$ cat src/rtl/sr04_multi_ranger_pkg.sv
// Shared definitions for the multi-channel HC-SR04 ranger: FSM states,
// microsecond divider and distance scaling constants.
package sr04_pkg;

    typedef enum logic [2:0] {
        ST_IDLE,
        ST_TRIG,
        ST_WAIT_RISE,
        ST_MEASURE,
        ST_DONE,
        ST_FAIL,
        ST_GAP
    } state_t;

    // Default system clock and the matching microsecond divider
    localparam int unsigned DEF_CLK_HZ  = 100_000_000;
    localparam int unsigned US_DIV      = DEF_CLK_HZ / 1_000_000;

    // cm = (echo_us * SCALE) >> SCALE_SHIFT; SCALE must fit in SCALE_W bits
    localparam int unsigned DEF_SCALE   = 1130;
    localparam int unsigned SCALE_SHIFT = 16;
    localparam int unsigned SCALE_W     = 11;

    function automatic int unsigned us_div(input int unsigned clk_hz);
        return clk_hz / 1_000_000;
    endfunction

    // Index width with a floor of one bit
    function automatic int unsigned idx_width(input int unsigned n);
        return (n > 1) ? $clog2(n) : 1;
    endfunction

endpackage

$ cat src/rtl/sr04_multi_ranger_if.sv
// Host/sensor-facing signal bundle of the multi-channel ranger.
interface sr04_multi_ranger_if #(
    parameter int unsigned N_CH   = 2,
    parameter int unsigned DIST_W = 12
);
    localparam int unsigned CH_W = (N_CH > 1) ? $clog2(N_CH) : 1;

    logic                     start;
    logic                     auto_en;
    logic [N_CH-1:0]          echo;
    logic [N_CH-1:0]          trigger;
    logic [N_CH*DIST_W-1:0]   distance;
    logic                     valid;
    logic [CH_W-1:0]          valid_ch;
    logic [N_CH-1:0]          err;
    logic                     busy;

    // Host side: issues start/auto and presents the sensor echoes
    modport master (
        output start, auto_en, echo,
        input  trigger, distance, valid, valid_ch, err, busy
    );

    // Ranger side
    modport slave (
        input  start, auto_en, echo,
        output trigger, distance, valid, valid_ch, err, busy
    );

endinterface

$ cat src/rtl/sr04_multi_ranger_us_tick_gen.sv
// One-clock tick every DIV clocks; clr restarts the period so a trigger
// pulse starts aligned with the tick grid.
module us_tick_gen #(
    parameter int unsigned DIV = 100
) (
    input  logic clk,
    input  logic reset,
    input  logic clr,
    output logic tick
);
    localparam int unsigned CW = (DIV > 1) ? $clog2(DIV) : 1;

    logic [CW-1:0] cnt;

    // Divider counter with registered tick output
    always_ff @(posedge clk or posedge reset) begin
        if (reset) begin
            cnt  <= '0;
            tick <= 1'b0;
        end else if (clr) begin
            cnt  <= '0;
            tick <= 1'b0;
        end else if (cnt == CW'(DIV - 1)) begin
            cnt  <= '0;
            tick <= 1'b1;
        end else begin
            cnt  <= cnt + 1'b1;
            tick <= 1'b0;
        end
    end

endmodule

$ cat src/rtl/sr04_multi_ranger.sv
// Round-robin controller for N_CH HC-SR04 sensors: one channel triggered at
// a time, echo timed in microseconds, scaled to cm, timeout flagged per channel.
module sr04_multi_ranger
    import sr04_pkg::*;
#(
    parameter int unsigned CLK_HZ     = 100_000_000,
    parameter int unsigned N_CH       = 2,
    parameter int unsigned DIST_W     = 12,
    parameter int unsigned TRIG_US    = 10,
    parameter int unsigned TIMEOUT_US = 25_000,
    parameter int unsigned GAP_US     = 60_000,
    parameter int unsigned SCALE      = 1130
) (
    input  logic                 clk,
    input  logic                 reset,
    sr04_multi_ranger_if.slave   bus
);
    localparam int unsigned DIV    = us_div(CLK_HZ);
    localparam int unsigned CH_W   = idx_width(N_CH);
    localparam int unsigned CNT_W  = $clog2(TIMEOUT_US + 1);
    localparam int unsigned T_MAX1 = (TIMEOUT_US > GAP_US) ? TIMEOUT_US : GAP_US;
    localparam int unsigned T_MAX  = (T_MAX1 > TRIG_US) ? T_MAX1 : TRIG_US;
    localparam int unsigned TW     = $clog2(T_MAX + 1);
    localparam int unsigned PW     = CNT_W + SCALE_W;
    localparam logic [CH_W-1:0]   LAST_CH  = CH_W'(N_CH - 1);
    localparam logic [DIST_W-1:0] DIST_MAX = '1;

    state_t                 state;
    logic [CH_W-1:0]        ch;
    logic [CH_W-1:0]        ch_next;
    logic [CNT_W-1:0]       cnt;
    logic [TW-1:0]          timer;
    logic [N_CH-1:0]        echo_s1, echo_s2, echo_s3;
    logic                   echo_cur, echo_rise;
    logic                   tick, launch, gap_end;
    logic [PW-1:0]          prod, scaled;
    logic [DIST_W-1:0]      dist_val;

    logic [N_CH-1:0]        trigger;
    logic [N_CH*DIST_W-1:0] distance;
    logic                   valid;
    logic [CH_W-1:0]        valid_ch;
    logic [N_CH-1:0]        err;
    logic                   busy;

    assign bus.trigger  = trigger;
    assign bus.distance = distance;
    assign bus.valid    = valid;
    assign bus.valid_ch = valid_ch;
    assign bus.err      = err;
    assign bus.busy     = busy;

    us_tick_gen #(.DIV(DIV)) u_tick (
        .clk   (clk),
        .reset (reset),
        .clr   (launch),
        .tick  (tick)
    );

    // Two-stage synchronizer plus one history stage for edge detection
    always_ff @(posedge clk or posedge reset) begin
        if (reset) begin
            echo_s1 <= '0;
            echo_s2 <= '0;
            echo_s3 <= '0;
        end else begin
            echo_s1 <= bus.echo;
            echo_s2 <= echo_s1;
            echo_s3 <= echo_s2;
        end
    end

    // Channel select, launch decision and clamped distance from the echo count
    always_comb begin
        echo_cur  = echo_s2[ch];
        echo_rise = echo_s2[ch] & ~echo_s3[ch];
        gap_end   = (state == ST_GAP) && tick && (timer == TW'(GAP_US - 1));
        launch    = 1'b0;
        if (state == ST_IDLE)
            launch = bus.start || bus.auto_en;
        else if (gap_end)
            launch = (ch != LAST_CH) || bus.auto_en;
        ch_next   = ((state == ST_GAP) && (ch != LAST_CH)) ? ch + 1'b1 : '0;
        prod      = PW'(cnt) * PW'(SCALE);
        scaled    = prod >> SCALE_SHIFT;
        dist_val  = (scaled > PW'(DIST_MAX)) ? DIST_MAX : DIST_W'(scaled);
    end

    // Sweep sequencer with registered outputs
    always_ff @(posedge clk or posedge reset) begin
        if (reset) begin
            state    <= ST_IDLE;
            ch       <= '0;
            cnt      <= '0;
            timer    <= '0;
            trigger  <= '0;
            distance <= '0;
            valid    <= 1'b0;
            valid_ch <= '0;
            err      <= '0;
            busy     <= 1'b0;
        end else begin
            valid <= 1'b0;
            case (state)
                ST_IDLE: begin
                    if (launch) begin
                        ch      <= '0;
                        busy    <= 1'b1;
                        timer   <= '0;
                        trigger <= N_CH'(1);
                        state   <= ST_TRIG;
                    end
                end
                ST_TRIG: begin
                    if (tick) begin
                        if (timer == TW'(TRIG_US - 1)) begin
                            trigger <= '0;
                            timer   <= '0;
                            state   <= ST_WAIT_RISE;
                        end else begin
                            timer <= timer + 1'b1;
                        end
                    end
                end
                ST_WAIT_RISE: begin
                    if (echo_rise) begin
                        cnt   <= '0;
                        state <= ST_MEASURE;
                    end else if (tick) begin
                        if (timer == TW'(TIMEOUT_US - 1))
                            state <= ST_FAIL;
                        else
                            timer <= timer + 1'b1;
                    end
                end
                ST_MEASURE: begin
                    if (!echo_cur) begin
                        state <= ST_DONE;
                    end else if (tick) begin
                        cnt <= cnt + 1'b1;
                        if (cnt == CNT_W'(TIMEOUT_US - 1))
                            state <= ST_FAIL;
                    end
                end
                ST_DONE: begin
                    for (int unsigned k = 0; k < N_CH; k++) begin
                        if (ch == CH_W'(k))
                            distance[k*DIST_W +: DIST_W] <= dist_val;
                    end
                    err[ch]  <= 1'b0;
                    valid    <= 1'b1;
                    valid_ch <= ch;
                    timer    <= '0;
                    state    <= ST_GAP;
                end
                ST_FAIL: begin
                    err[ch] <= 1'b1;
                    timer   <= '0;
                    state   <= ST_GAP;
                end
                ST_GAP: begin
                    if (gap_end) begin
                        timer <= '0;
                        if (launch) begin
                            ch      <= ch_next;
                            trigger <= N_CH'(1) << ch_next;
                            state   <= ST_TRIG;
                        end else begin
                            busy  <= 1'b0;
                            state <= ST_IDLE;
                        end
                    end else if (tick) begin
                        timer <= timer + 1'b1;
                    end
                end
                default: state <= ST_IDLE;
            endcase
        end
    end

endmodule

$ cat src/flat_wrapper.sv
// flat-port wrapper written by rule: the top's interface ports become plain ports
module sr04_multi_ranger_flat import sr04_pkg::*;
#(
    parameter int unsigned CLK_HZ     = 100_000_000,
    parameter int unsigned N_CH       = 2,
    parameter int unsigned DIST_W     = 12,
    parameter int unsigned TRIG_US    = 10,
    parameter int unsigned TIMEOUT_US = 25_000,
    parameter int unsigned GAP_US     = 60_000,
    parameter int unsigned SCALE      = 1130
)
  (clk, reset, bus_start, bus_auto_en, bus_echo, bus_trigger, bus_distance, bus_valid, bus_valid_ch, bus_err, bus_busy);
  sr04_multi_ranger_if #(.N_CH(N_CH), .DIST_W(DIST_W)) bus_i ();
  input  logic clk;
  input  logic reset;
  input wire logic [$bits(bus_i.start)-1:0] bus_start;
  input wire logic [$bits(bus_i.auto_en)-1:0] bus_auto_en;
  input wire logic [$bits(bus_i.echo)-1:0] bus_echo;
  output wire logic [$bits(bus_i.trigger)-1:0] bus_trigger;
  output wire logic [$bits(bus_i.distance)-1:0] bus_distance;
  output wire logic [$bits(bus_i.valid)-1:0] bus_valid;
  output wire logic [$bits(bus_i.valid_ch)-1:0] bus_valid_ch;
  output wire logic [$bits(bus_i.err)-1:0] bus_err;
  output wire logic [$bits(bus_i.busy)-1:0] bus_busy;
  assign bus_i.start = bus_start;
  assign bus_i.auto_en = bus_auto_en;
  assign bus_i.echo = bus_echo;
  assign bus_trigger = bus_i.trigger;
  assign bus_distance = bus_i.distance;
  assign bus_valid = bus_i.valid;
  assign bus_valid_ch = bus_i.valid_ch;
  assign bus_err = bus_i.err;
  assign bus_busy = bus_i.busy;
  sr04_multi_ranger #(.CLK_HZ(CLK_HZ), .N_CH(N_CH), .DIST_W(DIST_W), .TRIG_US(TRIG_US), .TIMEOUT_US(TIMEOUT_US), .GAP_US(GAP_US), .SCALE(SCALE)) u_core (.clk(clk), .reset(reset), .bus(bus_i));
endmodule
$ cat config.mk
export PLATFORM = sky130hd
export DESIGN_NAME = sr04_multi_ranger_flat
export DESIGN_NICKNAME = d
export VERILOG_FILES = /design/src/rtl/sr04_multi_ranger_pkg.sv /design/src/rtl/sr04_multi_ranger_if.sv /design/src/rtl/sr04_multi_ranger_us_tick_gen.sv /design/src/rtl/sr04_multi_ranger.sv /design/src/flat_wrapper.sv
export SDC_FILE = /design/constraint.sdc
export NUM_CORES = 1
export LEC_CHECK = 0
export CORE_ASPECT_RATIO = 2
export CORE_MARGIN = 4
export CORE_UTILIZATION = 57
export CTS_BUF_LIST = sky130_fd_sc_hd__clkbuf_4 sky130_fd_sc_hd__clkbuf_8
export DETAILED_ROUTE_END_ITERATION = 8
export PLACE_DENSITY = 0.78
export SYNTH_ARGS = -nofsm -noshare
export SYNTH_HDL_FRONTEND = slang
export SYNTH_SLANG_ARGS = --single-unit
$ cat constraint.sdc
create_clock -name clk -period 4.1 [get_ports clk]
set_input_delay 0.615 -clock clk [delete_from_list [all_inputs] [get_ports clk]]
set_output_delay 0.615 -clock clk [all_outputs]
set_load 0.02 [all_outputs]
==> metrics.md, run 1 <==
| Metric | Value |
|---|---|
| Mean Syn Cell Area | `9.46 um2` |
| Starting Density | `58.8%` |
| DIE AREA | `12,800 um2` |
| Crit path from | `u_core.cnt[6]` |
| Netlist cell types | `67` |
| FF-to-FF path depth | `17` |
| Post-route insts no fill | `905` |
| Routed vias | `5,502` |
| GRT Residual Overflow | `0` |
| Post-Route Utilization | `74.5%` |
| Synth Cell Area | `6240 um2` |
| Final wirelength | `18,500 um` |
| Post-synth ARST share | `100%` |
| Worst setup margin | `-0.298 ns` |
| Slew HR | `34.3%` |
| Nets@finish | `888` |
| I/O pin cnt | `37` |
| Internal power | `0.00141 W` |
| Vias/cell | `6.08` |
| Leakage Power | `3.84 nW` |
| Number of flops mapped to enable cells by yosys | `0` |
| Max-slew violation count | `0` |
| Total clock sinks | `76` |
| Max-cap violations | `0` |
| Clock power frac | `23.0%` |
| Comb power frac | `35.2%` |
| Die height | `156 um` |
| # rows | `53` |
| Launching point of the worst reg2reg path | `u_core.cnt[6]` |
| WL/cell | `20.5 um` |
| RSZ-0062 raised after global routing | `yes` |
| Final Skew | `0.0196 ns` |
| Hold_buf cts | `0` |
| VDD IR-drop max | `0.000308 V` |
| Largest net degree at the start of global routing | `41` |
| Crit path arrival time | `4.68 ns` |
| Total track usage | `29.2%` |
| Root buf cell | `clkbuf_8` |
| Sequential area share after synthesis | `30.5%` |
| Initial antenna violation count | `0` |
| PortBufs | `32` |
| Endpoints failing setup | `20` |
| Post-DP HPWL | `14,100 um` |
| Final Hold Viols | `0` |
| Critical R2R Capture | `u_core.bus.distance[4]` |
| Area grow syn2layout | `26.6%` |
| Failing checks | `negative setup slack` |
| CTS H-Tree Depth | `3` |
| Crit path launch type | `flip-flop` |
| Setup TNS | `-3.04 ns` |
| Setup crit end kind | `flip-flop` |
| Largest fanout on the critical path | `4` |
| Antenna viol nets, final | `0` |
| Core region area | `10,600 um2` |
| Number of global-route vias before repair | `5,875` |
| DRT Pass-1 Iters | `4` |
| PwrDens | `295 nW/um2` |
| Mapped Cells | `660` |
| Synth Flop Type | `dfrtp_1` |
| Pre-CTS setup slack | `-0.213 ns` |
| Slack of the worst reg-to-reg path | `-0.30 ns` |
| Share of cells above drive strength 1 | `23.4%` |
| First-pass GRT wire length | `28,100 um` |
| CTS buffer count | `9` |
| Clk buf depth | `2` |
| Worst-Margin Slew | `0.982 ns` |
| CTS tree | `done` |
| Syn. warnings | `0` |
| Peak Freq | `227 MHz` |
| DR DRC count | `0` |
| Switching share of power | `39.7%` |
| Routability cong. | `0.952` |
| Detailed Route Iter0 Violations | `292` |
| Sequential Power Share | `41.8%` |
| Chip width | `82.0 um` |
| Hold Path Class | `flip-flop to flip-flop` |
| Final period util | `107%` |
| Synth Register Bits | `76` |
| # diodes | `0` |
| Status | `finished with violations` |
| Critical setup path kind | `flip-flop to flip-flop` |
| Sw Pwr | `0.000926 W` |
| Placed Instances | `873` |
| Min Tclk post-route | `4.40 ns` |
| Worst EP required | `4.39 ns` |
| Clock slew at reported path FFs | `0.09 ns` |
| Worst setup endpoint | `u_core.bus.distance[4]` |
| Clk_lat worst skew | `0.36 ns` |
[cell usage after synthesis (5+ instances only)]
master	count	area share [%]
xnor2_1	19	2.7
nor3_1	8	0.64
o31ai_1	13	1.6
dfrtp_1	76	30
nand2b_1	6	0.60
nor2_1	55	3.3
nor2b_1	5	0.50
a211oi_1	6	0.72
clkbuf_1	9	0.54
nand2_1	58	3.5
or4_1	10	1.2
o21a_1	5	0.60
fa_1	30	9.6
inv_1	72	4.3
o21ai_0	37	3.0
ha_1	89	18
a21oi_1	30	2.4
xor2_1	7	0.98
buf_2	5	0.40
nand4_1	17	1.7
nand3_1	25	2.0
[layout by cell type (no fill, tap or decap), types with 4 or more instances in the layout]
cell type and instances:
inv_1 61, buf_4 69, dfrtp_1 67, ha_1 69, nor2b_1 5, nor2_1 55
nand3_1 22, mux2_2 4, fa_1 27, ha_4 19, o31ai_1 12, clkdlybuf4s50_1 32
a31oi_1 4, conb_1 4, nand2b_1 5, inv_2 11, o21a_1 5, a21oi_1 21
nor3_1 8, clkbuf_8 10, o21ai_0 26, a21oi_2 7, a211oi_1 5, xnor2_1 18
nand2_1 58, nand4_1 17, a2111oi_1 4, o21ai_1 12, xor2_1 5, or4_1 10
dfrtp_2 9, and3_1 4, buf_6 4
[critical path: stages, from the launching register on]
cell and delay [ns]:
dfrtp_2 0.45, buf_6 0.13, ha_4 0.25, ha_4 0.26, inv_2 0.03, fa_1 0.47, inv_1 0.05, fa_1 0.47
inv_1 0.05, fa_1 0.49, inv_2 0.05, ha_4 0.29, nand4_1 0.17, a21oi_4 0.23, a21oi_2 0.10, o21a_1 0.23
or4_1 0.52, nand3_1 0.07
[cells by family after synthesis]
group / count (synthesis) / share of synthesized area, %
xor+xnor: 26 / 3.65
buf+inv: 91 / 5.93
mux: 5 / 0.882
other cells: 1 / 0.0601
fa+ha+maj: 119 / 27.5
compound gates: 134 / 14.6
flops: 76 / 30.5
simple gates: 208 / 16.9
[metrics by stage]
step	hold WS (ns)	area [um2]	total power, W
floorplan	0.331	6400	0.00154
global route	0.365	7900	0.00248
global placement	0.336	7270	0.00176
detailed placement	0.339	7270	0.00180
finish	0.350	7900	0.00233
CTS	0.359	7690	0.00234
[registers in the layout, summed over array words and instances, names as in the netlist, 2 cells and up, named ones only]
name                 cells
u_core.state             3
u_core.cnt              15
u_core.echo_s1           2
u_core.bus.distance     20
u_core.echo_s2           2
u_core.u_tick.cnt        7
u_core.echo_s3           2
u_core.bus.trigger       2
u_core.timer            16
[layer usage]
layer / vias up / part of all wire [%] / global-route usage [%]
li1: 2520 / - / -
met4: 0 / 7.9 / 21.6
met1: 2706 / 33 / 26.9
met3: 93 / 3.0 / 3.35
met5: - / 0 / 0
met2: 183 / 56 / 55.3
[worst min-delay path by stage]
stage | startpoint | to | slack (ns) | cells after the start
2_1_floorplan | u_core.echo_s1[0] | u_core.echo_s2[0] | 0.33 | 0
3_3_place_gp | u_core.echo_s1[0] | u_core.echo_s2[0] | 0.34 | 0
3_5_place_dp | u_core.echo_s1[1] | u_core.echo_s2[1] | 0.34 | 0
4_1_cts | u_core.echo_s1[1] | u_core.echo_s2[1] | 0.36 | 0
5_1_grt | u_core.echo_s1[1] | u_core.echo_s2[1] | 0.36 | 0
6_report | u_core.echo_s1[1] | u_core.echo_s2[1] | 0.35 | 0
[layout make-up]
| type | instances | area [um2] |
|---|---|---|
| Sequential cell | 76 | 1910 |
| Multi-Input combinational cell | 496 | 4420 |
| Fill cell | 769 | 2710 |
| Clock inverter | 5 | 37.5 |
| Tap cell | 137 | 171 |
| Timing Repair Buffer | 108 | 943 |
| Clock buffer | 11 | 145 |
| Inverter | 72 | 270 |
[power by group through the flow]
stage / Combinational (W) / Sequential (W) / Clock, W
after floorplan: 0.000574 / 0.000964 / 0
after global placement: 0.000779 / 0.000978 / 0
after detailed placement: 0.000809 / 0.000987 / 0
after CTS: 0.000820 / 0.000971 / 0.000544
final: 0.000822 / 0.000975 / 0.000537
after global routing: 0.000919 / 0.000988 / 0.000570
[repair_timing]
item                                    CTS  global route
endpoints found under the setup margin   20            20
buffers inserted                         10             9
pin swaps                                23            30
gates resized for setup                  33            34
Power figures use the tool's default switching activity.
==> run 2: changes to the inputs <==
CTS_CLUSTER_SIZE = 40   (was default)
SLEW_MARGIN = 30   (was default)
==> metrics.md, run 2 (synthesized netlist as in run 1, its figures left out) <==
| Metric | Value |
|---|---|
| Worst-Margin Slew | `0.982 ns (unchanged)` |
| Crit path arrival time | `4.68 ns (about the same)` |
| DR DRC count | `0 (unchanged)` |
| Nets@finish | `888 (unchanged)` |
| CTS H-Tree Depth | `3 (unchanged)` |
| Status | `finished with violations` |
| Max reg flops | `20 (unchanged)` |
| Most frequent cells in the layout | `69 x ha_1, 69 x buf_4, 67 x dfrtp_1` |
| Regs by FF count | `u_core.bus.distance: 20 flops, u_core.timer: 16 flops, u_core.cnt: 15 flops` |
| Number of global-route vias before repair | `5,875 (unchanged)` |
| Worst EP required | `4.39 ns (about the same)` |
| Total track usage | `29.2% (unchanged)` |
| Fillers | `770 (+0.13%)` |
| First-pass GRT wire length | `28,100 um (unchanged)` |
| Failing checks | `negative setup slack` |
| Area grow syn2layout | `26.7% (about the same)` |
| Post-Route Utilization | `74.5% (about the same)` |
| Critical setup path kind | `flip-flop to flip-flop` |
| Clock slew at reported path FFs | `0.09 ns (about the same)` |
| Final Hold Viols | `0 (unchanged)` |
| Antenna viol nets, final | `0 (unchanged)` |
| Core region area | `10,600 um2 (unchanged)` |
| PwrDens | `295 nW/um2 (about the same)` |
| Worst setup margin | `-0.297 ns (+0.000663 ns)` |
| I/O pin cnt | `37 (unchanged)` |
| Final Skew | `0.0197 ns (+0.0000786 ns)` |
| Leakage Power | `3.84 nW (about the same)` |
| WL/cell | `20.5 um (about the same)` |
| Area of the multi-input gates | `4420 um2 (unchanged)` |
| Reg with most FFs | `u_core.bus.distance` |
| Peak Freq | `227 MHz (about the same)` |
| Pre-CTS setup slack | `-0.213 ns (unchanged)` |
| Die height | `156 um (unchanged)` |
| VDD IR-drop max | `0.000308 V (about the same)` |
| Post-route insts no fill | `905 (unchanged)` |
| WHS | `0.350 ns (unchanged)` |
| CTS buffer count | `9 (unchanged)` |
| Vias/cell | `6.08 (unchanged)` |
| Post-DP HPWL | `14,100 um (unchanged)` |
| Initial antenna violation count | `0 (unchanged)` |
| CTS tree | `done` |
| Root buf cell | `clkbuf_8` |
| Clk_lat worst skew | `0.36 ns (about the same)` |
| Endpoints failing setup | `20 (unchanged)` |
| Final wirelength | `18,500 um (about the same)` |
| Routability cong. | `0.952 (unchanged)` |
| GRT Residual Overflow | `0 (unchanged)` |
| Detailed Route Iter0 Violations | `292 (unchanged)` |
| Hold Path Class | `flip-flop to flip-flop` |
| FF+latch area | `1910 um2 (unchanged)` |
| Crit path launch type | `flip-flop` |
| # diodes | `0 (unchanged)` |
| Setup TNS | `-3.04 ns (+0.00542 ns)` |
| Share of cells above drive strength 1 | `23.4% (unchanged)` |
| Slew HR | `34.3% (unchanged)` |
| Routed vias | `5,502 (unchanged)` |
| Placed Instances | `873 (unchanged)` |
| Setup crit end kind | `flip-flop` |
| Chip width | `82.0 um (unchanged)` |
| Final period util | `107% (about the same)` |
| Largest fanout on the critical path | `4 (unchanged)` |
| RSZ-0062 raised after global routing | `yes` |
| PortBufs | `32 (unchanged)` |
| DIE AREA | `12,800 um2 (unchanged)` |
| Clk buf depth | `2 (unchanged)` |
| Starting Density | `58.8% (unchanged)` |
| DRT Pass-1 Iters | `4 (unchanged)` |
| Total clock sinks | `76 (unchanged)` |
| Max-cap violations | `0 (unchanged)` |
| Largest net degree at the start of global routing | `41 (unchanged)` |
| # rows | `53 (unchanged)` |
| Hold_buf cts | `0 (unchanged)` |
| Max-slew violation count | `0 (unchanged)` |
| Min Tclk post-route | `4.40 ns (-0.000663 ns)` |
[run 2: changes by cell type in the layout (fill, tap and decap cells not counted)]
cell | before | now
clkinv_2 | 1 | 2
inv_2 | 11 | 10
[run 2: per-layer routing]
layer / global-route usage, % / vias to the layer above / wire [um]
met1: 26.9 / 2706 / 6060
met4: 21.6 / 0 / 1470
li1: - / 2520 / -
met2: 55.3 / 183 / 10400
met5: 0 / - / 0
met3: 3.35 / 93 / 562
[run 2: final cells by class]
class | instances | area share, %
Clock inverter | 5 | 0.475
Multi-Input combinational cell | 496 | 56.0
Sequential cell | 76 | 24.2
Inverter | 72 | 3.43
Tap cell | 137 | 2.17
Clock buffer | 11 | 1.84
Timing Repair Buffer | 108 | 11.9
[run 2: through the flow]
| step | area, um2 | total power [W] |
|---|---|---|
| 2_1_floorplan | 6400 | 0.00154 |
| 3_3_place_gp | 7270 | 0.00176 |
| 3_5_place_dp | 7270 | 0.00180 |
| 4_1_cts | 7690 | 0.00234 |
| 5_1_grt | 7910 | 0.00248 |
| 6_report | 7910 | 0.00233 |
[run 2: power breakdown]
group / total, W / internal [W] / switching (W) / leakage (nW)
combinational: 0.000822 / 0.000316 / 0.000506 / 2.74
sequential: 0.000975 / 0.000847 / 0.000127 / 1.01
clock: 0.000537 / 0.000244 / 0.000293 / 0.0889
[run 2: what timing repair did]
item,4_1_cts,5_1_grt
endpoints found under the setup margin,20,20
pin swaps,23,30
buffers inserted,10,9
endpoints found under the hold margin,0,0
gates resized for setup,33,34
[run 2: critical path: stages (launching register included)]
cell     delay (ns)
dfrtp_2        0.45
buf_6          0.13
ha_4           0.25
ha_4           0.26
inv_2          0.03
fa_1           0.47
inv_1          0.05
fa_1           0.47
inv_1          0.05
fa_1           0.49
inv_2          0.05
ha_4           0.29
nand4_1        0.17
a21oi_4        0.23
a21oi_2        0.10
o21a_1         0.23
or4_1          0.52
nand3_1        0.07
[run 2: worst paths after layout]
kind / from / endpoint / slack, ns / depth (start not counted)
min in group asynchronous: reset / u_core.bus.distance[14] / 0.69 / 2
worst min-delay path: u_core.echo_s1[1] / u_core.echo_s2[1] / 0.35 / 0
worst max-delay path: u_core.cnt[6] / u_core.bus.distance[4] / -0.30 / 17
worst min register to register: u_core.echo_s1[1] / u_core.echo_s2[1] / 0.35 / 0
max in group asynchronous: reset / u_core.echo_s3[0] / 2.77 / 3
worst max register to register: u_core.cnt[6] / u_core.bus.distance[4] / -0.30 / 17
==> run 3: changes to the inputs <==
SETUP_SLACK_MARGIN = 0.15   (was default)
==> metrics.md, run 3 (synthesized netlist as in run 1, its figures left out) <==
| Metric | Value |
|---|---|
| Met2 routed WL | `10,200 um (-2.2%)` |
| Sw Pwr | `0.000920 W (-0.67%)` |
| Max-cap violations | `0 (unchanged)` |
| Nets@finish | `883 (-0.56%)` |
| Max Used Layer | `met4` |
| Routed vias | `5,469 (-0.60%)` |
| Reg with most FFs | `u_core.bus.distance` |
| Leakage Power | `3.83 nW (-0.26%)` |
| Crit path launch type | `flip-flop` |
| CTS tree | `done` |
| CP max stage delay | `0.53 ns (about the same)` |
| CTS H-Tree Depth | `3 (unchanged)` |
| Detailed Route Iter0 Violations | `356 (+22%)` |
| Hold Path Class | `flip-flop to flip-flop` |
| # diodes | `0 (unchanged)` |
| DIE AREA | `12,800 um2 (unchanged)` |
| Slew HR | `41.9% (+7.6 points)` |
| Root buf cell | `clkbuf_8` |
| RSZ-0062 raised after global routing | `yes` |
| Sequential Power Share | `39.0% (-2.8 points)` |
| DR DRC count | `0 (unchanged)` |
| DRT Pass-1 Iters | `6 (+2)` |
| Max reg flops | `20 (unchanged)` |
| PortBufs | `32 (unchanged)` |
| Vias/cell | `6.08 (about the same)` |
| Design Area, Final | `7950 um2 (+0.59%)` |
| Final Skew | `0.0131 ns (-0.00657 ns)` |
| Critical path's slowest cell | `fa_1` |
| Placed Area | `7250 um2 (-0.21%)` |
| Regs by FF count | `u_core.bus.distance: 20 flops, u_core.timer: 16 flops, u_core.cnt: 15 flops` |
| Endpoints failing setup | `18 (-10%)` |
| Setup TNS | `-1.39 ns (+1.64 ns)` |
| Total track usage | `29.1% (-0.14 points)` |
| Comb power frac | `32.7% (-2.5 points)` |
| # rows | `53 (unchanged)` |
| Core region area | `10,600 um2 (unchanged)` |
| Failing checks | `negative setup slack` |
| Final Hold Viols | `0 (unchanged)` |
| Die height | `156 um (unchanged)` |
| Antenna viol nets, final | `0 (unchanged)` |
| GRT Residual Overflow | `0 (unchanged)` |
| WL/cell | `20.0 um (-2.3%)` |
| Hold_buf cts | `0 (unchanged)` |
| Launching point of the worst reg2reg path | `u_core.cnt[5]` |
| Most frequent cells in the layout | `69 x dfrtp_1, 67 x buf_4, 63 x ha_1` |
| Clock slew at reported path FFs | `0.09 ns (about the same)` |
| Worst hold start | `u_core.echo_s1[1]` |
| Total clock sinks | `76 (unchanged)` |
| Starting Density | `58.8% (unchanged)` |
| I/O pin cnt | `37 (unchanged)` |
| CP delay by family, top | `adder cells` |
| CTS buffer count | `9 (unchanged)` |
| Critical setup path kind | `flip-flop to flip-flop` |
| Min Tclk post-route | `4.24 ns (-0.162 ns)` |
| Internal power | `0.00157 W (+12%)` |
| WL met3 | `543 um (-3.4%)` |
| Number of global-route vias before repair | `5,763 (-1.9%)` |
| Switching share of power | `36.9% (-2.8 points)` |
| Largest net degree at the start of global routing | `32 (-22%)` |
| Max-slew violation count | `0 (unchanged)` |
| Peak Freq | `236 MHz (+3.8%)` |
| Crit path arrival time | `4.54 ns (-0.14 ns)` |
| Chip width | `82.0 um (unchanged)` |
| DRT met1 WL | `5810 um (-4.1%)` |
| PwrDens | `313 nW/um2 (+6.2%)` |
| Crit path cell chain | `ha_4 > ha_4 > inv_2 > fa_1 > inv_1 > fa_1 > inv_1 > fa_1 > inv_2 > ha_4 > nand4_1 > a21oi_4 > buf_4 > a21oi_2 > o21a_1 > or4_1 > nand3_1` |
| Worst EP required | `4.40 ns (about the same)` |
| Initial antenna violation count | `0 (unchanged)` |
| Worst setup margin | `-0.135 ns (+0.162 ns)` |
| Most common cell after layout, fill and taps aside | `dfrtp_1` |
| Worst path buffer plus inverter count | `5 (unchanged)` |
| Clock power frac | `28.2% (+5.2 points)` |
| Post-DP HPWL | `13,500 um (-4.3%)` |
| Largest fanout on the critical path | `5 (+1)` |
| Routability cong. | `0.947 (-0.56%)` |
| Pre-CTS setup slack | `-0.218 ns (-0.00437 ns)` |
| Share of cells above drive strength 1 | `23.3% (-0.11 points)` |
| Final period util | `103% (-4.0 points)` |
| Final wirelength | `18,000 um (-2.8%)` |
| Clk_lat worst skew | `0.36 ns (about the same)` |
| Clk buf depth | `2 (unchanged)` |
| Area grow syn2layout | `27.4%` |
| Crit path from | `u_core.cnt[5]` |
| First-pass GRT wire length | `28,000 um (-0.32%)` |
| Worst-Margin Slew | `0.868 ns (-0.114 ns)` |
| VDD IR-drop max | `0.000275 V (-11%)` |
| Setup crit end kind | `flip-flop` |
| Status | `finished with violations` |
==> run 3: cell types whose count changed in the layout (fill, tap and decap cells not counted), moves of 3 or more <==
cell / before / now
buf_12: 3 / 0
bufinv_16: 0 / 3
ha_1: 69 / 63
ha_4: 19 / 25
nand3_1: 22 / 25
nand3_2: 3 / 0
==> run 3: worst paths after layout <==
kind | end | cells past startpoint | slack (ns)
min reg2reg | u_core.echo_s2[1] | 0 | 0.35
max | u_core.bus.distance[16] | 17 | -0.14
max reg2reg | u_core.bus.distance[16] | 17 | -0.14
min | u_core.echo_s2[1] | 0 | 0.35
min in group asynchronous | u_core.bus.distance[3] | 2 | 0.61
max in group asynchronous | u_core.timer[3] | 3 | 2.68
==> run 3: worst register-to-register path, cell delays in order (launching register included) <==
cell	delay (ns)
dfrtp_2	0.49
ha_4	0.20
ha_4	0.26
inv_2	0.03
fa_1	0.53
inv_1	0.05
fa_1	0.48
inv_1	0.05
fa_1	0.49
inv_2	0.05
ha_4	0.28
nand4_1	0.15
a21oi_4	0.21
buf_4	0.14
a21oi_2	0.06
o21a_1	0.21
or4_1	0.42
nand3_1	0.09
==> run 3: final cells by class <==
type,instances,area (um2)
Multi-Input combinational cell,496,4490
Tap cell,137,171
Clock inverter,6,113
Timing Repair Buffer,103,868
Inverter,72,270
Fill cell,744,2660
Clock buffer,10,131
Sequential cell,76,1910
==> run 3: what timing repair did <==
item                                    4_1_cts  5_1_grt
endpoints found under the setup margin       20       20
pin swaps                                    26       16
setup buffers                                11        8
gates resized for setup                      32       25
==> run 3: power groups by stage <==
stage | sequential, W | clock (W) | combinational, W
after floorplan | 0.000964 | 0 | 0.000575
after global placement | 0.000978 | 0 | 0.000773
after detailed placement | 0.000986 | 0 | 0.000802
after CTS | 0.000970 | 0.000715 | 0.000812
after global routing | 0.000987 | 0.000746 | 0.000905
final | 0.000973 | 0.000704 | 0.000816
==> run 3: stage by stage <==
stage	utilization (%)	total power [W]	hold slack [ns]	cells
final	74.9	0.00249	0.350	900
after global routing	74.9	0.00264	0.371	900
after CTS	73.2	0.00250	0.348	892
after detailed placement	68.3	0.00179	0.338	865
after global placement	68.3	0.00175	0.337	865
after floorplan	-	0.00154	0.331	663
==> run 3: layer usage <==
layer	up-vias	GRT usage, %
met2	196	54.7
met1	2654	27.9
met3	97	3.41
met4	0	19.7
met5	-	0
li1	2522	-
==> edit 1, RTL diff (settings of run 1) <==
Re-encode `state_t` (7 states) as one-hot, 7 bits wide.
--- a/src/rtl/sr04_multi_ranger_pkg.sv
+++ b/src/rtl/sr04_multi_ranger_pkg.sv
@@ -2,14 +2,14 @@
 // microsecond divider and distance scaling constants.
 package sr04_pkg;
 
-    typedef enum logic [2:0] {
-        ST_IDLE,
-        ST_TRIG,
-        ST_WAIT_RISE,
-        ST_MEASURE,
-        ST_DONE,
-        ST_FAIL,
-        ST_GAP
+    typedef enum logic [6:0] {
+        ST_IDLE      = 7'b0000001,
+        ST_TRIG      = 7'b0000010,
+        ST_WAIT_RISE = 7'b0000100,
+        ST_MEASURE   = 7'b0001000,
+        ST_DONE      = 7'b0010000,
+        ST_FAIL      = 7'b0100000,
+        ST_GAP       = 7'b1000000
     } state_t;
 
     // Default system clock and the matching microsecond divider
Formal check against the unedited RTL: same outputs for any inputs over 10 cycles, from zero or initial values and one cycle with reset high; not proved beyond that.
==> edit 1 against run 1 <==
- the flow still finishes with violations (negative setup slack)
- via count is 3.9% higher
- wire length fell by 1.1%
- cell area up 1.2%
- sequential cell count grew 4
- synthesized area grew 4.6%
- setup slack worse by 0.048 ns
- largest cell class unchanged
- synthesized cell count grew 4.1%
Power is not compared: it rests on default switching activity, and its combinational part moved more than twofold at a synthesized area within 25%.
==> edit 1: results (changes against run 1) <==
[run_status]
violations=negative setup slack
status=finished, violations left

[global_routing]
antenna_found_initial=0  ; unchanged
grt_pass1_vias=6313  ; +7.5%
grt_pass1_wl_mm=30.1  ; +7.0%
track_usage_pct=28.0  ; -1.2 points
grt_start_max_net_pins=58  ; +41%

[finish]
top_regs=u_core.bus.distance x20, u_core.timer x16, u_core.cnt x15
fill_cells=810  ; +5.3%
diodes=0  ; unchanged
layout-drive-gt1-share_pct=23.4  ; about the same

[logic_synthesis]
synthTopCellsByArea=dfrtp_1 (30%), ha_1 (17%), fa_1 (9.2%), inv_1 (4.8%), o21ai_0 (3.9%)
synthAdderAreaFrac_pct=26.3  ; -1.2 points
synth-xor-area-share_pct=1.61  ; -2.0 points
ys_types=68  ; +1.5%
yosysWarningCount=0  ; unchanged
synth_commonest_cells=ha_1 (89), inv_1 (83), dfrtp_1 (79)
synth-seq-area-share_pct=30.7  ; +0.21 points
synth_mux_area_share_pct=4.10  ; +3.2 points
synth_cells=687  ; +4.1%
async_reset_ff_share_pct=100  ; unchanged
synth-compound-area-share_pct=14.7  ; +0.12 points

[sta]
skew_ns=0.0140  ; -0.00562 ns
setup_slack_ns=-0.346  ; -0.0477 ns
setup_viol=20  ; unchanged
fin_setup_tns_ns=-5.04  ; -2.00 ns
worst_slew_pin_slew_ns=1.23  ; +0.244 ns
max_freq_ghz=0.225  ; -1.1%

[placement]
place_inst=895  ; +2.5%
dpl_cell_area_um2=7460  ; +2.7%
place_congestion=0.981  ; +3.0%
place_ws_ns=-0.407  ; -0.194 ns
dp_hpwl_mm=13.7  ; -2.4%
port_buffers=32  ; unchanged

[critical_path]
crit_arrival_ns=4.70  ; +0.02 ns
rr_endpoint=u_core.bus.distance[20]$_DFFE_PP0P_
critPathMaxStageDelay_ns=0.54  ; +0.02 ns
critPathSlowestCell=fa_1
critical-path-top-delay-family=adder cells
ff2ff_path_depth=16  ; -1
crit_fanout=5  ; +1
reg2reg_from=u_core.cnt[5]$_DFFE_PP0P_

[power_and_ir_drop]
ir_worst_vdd_uv=232
p_leak_nw=3.95
p_sw_share_pct=25.9

[hold_path]
worstHoldPathCells=0  ; unchanged
worstHoldEndpoint=u_core.echo_s2[1]$_DFF_PP0_
worstHoldStart=u_core.echo_s1[1]$_DFF_PP0_

[routing]
routed_wl_mm=18.3  ; -1.1%
drtPass1Iterations=5  ; +1
drtIter0Drc=408  ; +40%
via_per_inst=6.22  ; +2.3%
wl_per_cell_um=19.9  ; -2.6%

[clock_tree]
cts.clk_slew.worst_paths_ns=0.09  ; about the same
clk_latency_ns=0.38  ; +0.02 ns
root_buffer=clkbuf_8
htree_levels=3  ; unchanged
clockBufferDepth=2  ; unchanged
cts-buffers-inserted=9  ; unchanged

[floorplanning]
rows=55  ; +3.8%

==> edit 1: cell types whose count changed in the layout (fill, tap and decap cells not counted), sizes merged, moves of 5 or more <==
cell and delta:
inv +12, xnor2 -11, mux2 +18, a2111oi -7, buf -14, nand4 -5, nand2 -18, a21oi +7
nor2 -20, o21ai +13, or3 +8, o31ai -11, nand3 +6
==> edit 1: power groups by stage <==
stage	clock network, mW	registers (mW)	logic [mW]
after floorplan	0	0.808	0.0210
after global placement	0	0.808	0.0293
after detailed placement	0	0.809	0.0304
after CTS	0.568	0.793	0.0305
after global routing	0.606	0.793	0.0336
final	0.559	0.793	0.0295
==> edit 1: metrics by stage <==
step | hold WS, ns | utilization [%]
floorplan | 0.331 | -
global placement | 0.337 | 66.1
CTS | 0.361 | 69.5
global route | 0.368 | 70.9
detailed placement | 0.341 | 66.1
finish | 0.356 | 70.9
==> edit 1: layer usage <==
metal  up-vias  track usage [%]  share of wire, %
li1       2601                -                 -
met3        94             4.45               3.4
met1      2787             26.2                32
met5         -                0                 0
met2       235             53.8                58
met4         0             18.4               7.0
==> edit 1: repair_timing <==
action                     CTS  global route
setup endpoints to repair   20            20
hold buffers                 0             0
buffers inserted             5             3
resized for setup           38            23
pin swaps                   12             9
gates cloned                 0             0
==> edit 1: how the worst max path moves through the flow <==
| stage | from | to | slack, ns | depth (start not counted) |
|---|---|---|---|---|
| after floorplan | u_core.cnt[5]$_DFFE_PP0P_ | u_core.bus.distance[15]$_DFFE_PP0P_ | 0.002 | 16 |
| after global placement | u_core.cnt[5]$_DFFE_PP0P_ | u_core.bus.distance[8]$_DFFE_PP0P_ | -0.22 | 16 |
| after detailed placement | u_core.cnt[5]$_DFFE_PP0P_ | u_core.bus.distance[20]$_DFFE_PP0P_ | -0.41 | 16 |
| after CTS | u_core.cnt[5]$_DFFE_PP0P_ | u_core.bus.distance[20]$_DFFE_PP0P_ | -0.27 | 16 |
| after global routing | u_core.cnt[7]$_DFFE_PP0P_ | u_core.bus.distance[20]$_DFFE_PP0P_ | -0.43 | 15 |
| final | u_core.cnt[5]$_DFFE_PP0P_ | u_core.bus.distance[20]$_DFFE_PP0P_ | -0.35 | 16 |
==> edit 1: area by class of cell <==
class	instances	area share, %
Sequential cell	80	25.2
Timing Repair Buffer	94	10.1
Inverter	83	3.91
Clock inverter	7	0.688
Multi-Input combinational cell	504	56.3
Tap cell	142	2.22
Clock buffer	9	1.55
==> edit 2, RTL diff (flow settings as in run 1) <==
Without the edit above. `CLK_HZ` is set to 100_000_000 in 2 places; all go to 50_000_000.
--- a/src/rtl/sr04_multi_ranger.sv
+++ b/src/rtl/sr04_multi_ranger.sv
@@ -3,7 +3,7 @@
 module sr04_multi_ranger
     import sr04_pkg::*;
 #(
-    parameter int unsigned CLK_HZ     = 100_000_000,
+    parameter int unsigned CLK_HZ     = 50_000_000,
     parameter int unsigned N_CH       = 2,
     parameter int unsigned DIST_W     = 12,
     parameter int unsigned TRIG_US    = 10,
--- a/src/flat_wrapper.sv
+++ b/src/flat_wrapper.sv
@@ -1,7 +1,7 @@
 // flat-port wrapper written by rule: the top's interface ports become plain ports
 module sr04_multi_ranger_flat import sr04_pkg::*;
 #(
-    parameter int unsigned CLK_HZ     = 100_000_000,
+    parameter int unsigned CLK_HZ     = 50_000_000,
     parameter int unsigned N_CH       = 2,
     parameter int unsigned DIST_W     = 12,
     parameter int unsigned TRIG_US    = 10,
Function: same outputs for any inputs over 10 cycles, from zero or initial values and one cycle with reset high; that may be too few to reach the edited logic, so the function may still have changed.
==> edit 2 against run 1 <==
- the flow still finishes with violations (negative setup slack)
- non-clock buffer count grew 12
- cell area rose by 4.0%
- clock skew fell by 0.0050 ns
- sequential cell count fell by 1
- setup slack lost 0.14 ns
- global-route usage up 0.83 points
- wire length increased by 4.7%
- synthesized area decreased by 0.96%
- sequential share of layout area shrank 1.3 points
- critical endpoint is now u_core.bus.distance[5]$_DFFE_PP0P_
Power is not compared: it rests on default switching activity, and its combinational part moved more than twofold at a synthesized area within 25%.
==> edit 2: results (changes against run 1) <==
[run_status]
status=finished, violations left
violations=negative setup slack

[finish]
final-nonclk-buf-share_pct=12.4  ; +0.47 points
ff_latch_area_um2=1880  ; -1.5%
clk_share_pct=2.30  ; -0.014 points
fill_cells=645  ; -16%
buffers=120  ; +11%
inverters=79  ; +9.7%
layout-drive-gt1-share_pct=28.0  ; +4.6 points
layout.nets=907  ; +2.1%
seq_cell_count=75  ; -1.3%
multi_input_cells=496  ; unchanged
diodes=0  ; unchanged
multi_input_area_um2=4660  ; +5.4%
n_clock_buffer=9  ; -2

[placement]
place_congestion=0.946  ; -0.70%
port_buffers=32  ; unchanged
place_inst=890  ; +1.9%
dp_hpwl_mm=13.0  ; -7.7%

[clock_tree]
root_buffer=clkbuf_8
clk_latency_ns=0.36  ; about the same
htree_levels=3  ; unchanged
cts.clk_slew.worst_paths_ns=0.09  ; about the same
clockBufferDepth=2  ; unchanged

[critical_path]
critical-path-top-delay-family=adder cells
critPathSlowestCell=fa_1
crit_fanout=5  ; +1
critPathMaxStageDelay_ns=0.59  ; +0.07 ns

[global_routing]
antenna_found_initial=0  ; unchanged
grt_start_max_net_pins=42  ; +2.4%
track_usage_pct=30.0  ; +0.83 points
grt_util_met3_pct=3.77  ; +0.41 points
grt_pass1_wl_mm=29.3  ; +4.3%
grt_use_met2_pct=54.3  ; -0.95 points
grt_util_met1_pct=31.6  ; +4.7 points
grt_pass1_vias=6201  ; +5.5%

[sta]
setup_viol=20  ; unchanged
setup_slack_ns=-0.434  ; -0.136 ns
relSlewSlack_pct=21.0  ; -13 points
fin_setup_tns_ns=-6.62  ; -3.58 ns
skew_ns=0.0146  ; -0.00502 ns

[routing]
drtIter0Drc=419  ; +43%
wl_met3_um=678  ; +21%
num_vias=5629  ; +2.3%
routed-wl-met2_mm=10.5  ; +1.0%
wl_met1_mm=6.69  ; +10%
top_layer_used=met4
via_per_inst=6.11  ; +0.42%
drtPass1Iterations=5  ; +1
routed_wl_mm=19.4  ; +4.7%

[hold_path]
hold_path.class=reg2reg

[logic_synthesis]
synth_commonest_cells=ha_1 (90), inv_1 (79), dfrtp_1 (75)
synth-seq-area-share_pct=30.4  ; -0.11 points
synthTopCellsByArea=dfrtp_1 (30%), ha_1 (18%), fa_1 (9.7%), inv_1 (4.8%), nand2_1 (3.5%)
ys_types=65  ; -3.0%
synthFlopType=dfrtp_1
yosysWarningCount=0  ; unchanged
synth_cells=664  ; +0.61%
async_reset_ff_share_pct=100  ; unchanged

==> edit 2: power by group <==
part | switching, mW | internal, mW
registers | 0.00187 | 0.742
clock network | 0.304 | 0.279
logic | 0.0221 | 0.00857
total | 0.328 | 1.03
==> edit 2: metrics by stage <==
stage / cell area [um2] / util [%] / setup slack [ns] / hold slack [ns]
floorplan: 6280 / - / 0.0140 / 0.331
global placement: 7220 / 68.5 / -0.479 / 0.334
detailed placement: 7220 / 68.5 / -0.552 / 0.340
CTS: 7920 / 75.1 / -0.207 / 0.361
global route: 8220 / 78.0 / -0.538 / 0.376
finish: 8220 / 78.0 / -0.434 / 0.356
==> edit 2: timing repair <==
action	4_1_cts	5_1_grt
pin swaps	50	30
endpoints found under the setup margin	20	20
gates resized for setup	75	49
setup buffers	13	6
==> edit 2: final timing paths <==
check	from	end	slack, ns	depth (start not counted)
hold / removal	u_core.echo_s1[0]$_DFF_PP0_	u_core.echo_s2[0]$_DFF_PP0_	0.36	0
setup / recovery	u_core.cnt[7]$_DFFE_PP0P_	u_core.bus.distance[5]$_DFFE_PP0P_	-0.43	16
max in group asynchronous	reset	u_core.bus.distance[20]$_DFFE_PP0P_	2.57	3
min in group asynchronous	reset	u_core.bus.distance[5]$_DFFE_PP0P_	0.78	2
hold reg to reg	u_core.echo_s1[0]$_DFF_PP0_	u_core.echo_s2[0]$_DFF_PP0_	0.36	0
setup reg to reg	u_core.cnt[7]$_DFFE_PP0P_	u_core.bus.distance[5]$_DFFE_PP0P_	-0.43	16
==> edit 2: logic make-up after synthesis <==
logic type / Yosys count / synth area share (%)
compound gates: 121 / 12.9
xor+xnor: 27 / 3.83
fa+ha+maj: 120 / 27.9
buf+inv: 96 / 6.38
flops: 75 / 30.4
mux: 3 / 0.547
other cells: 1 / 0.0607
simple gates: 221 / 18.0
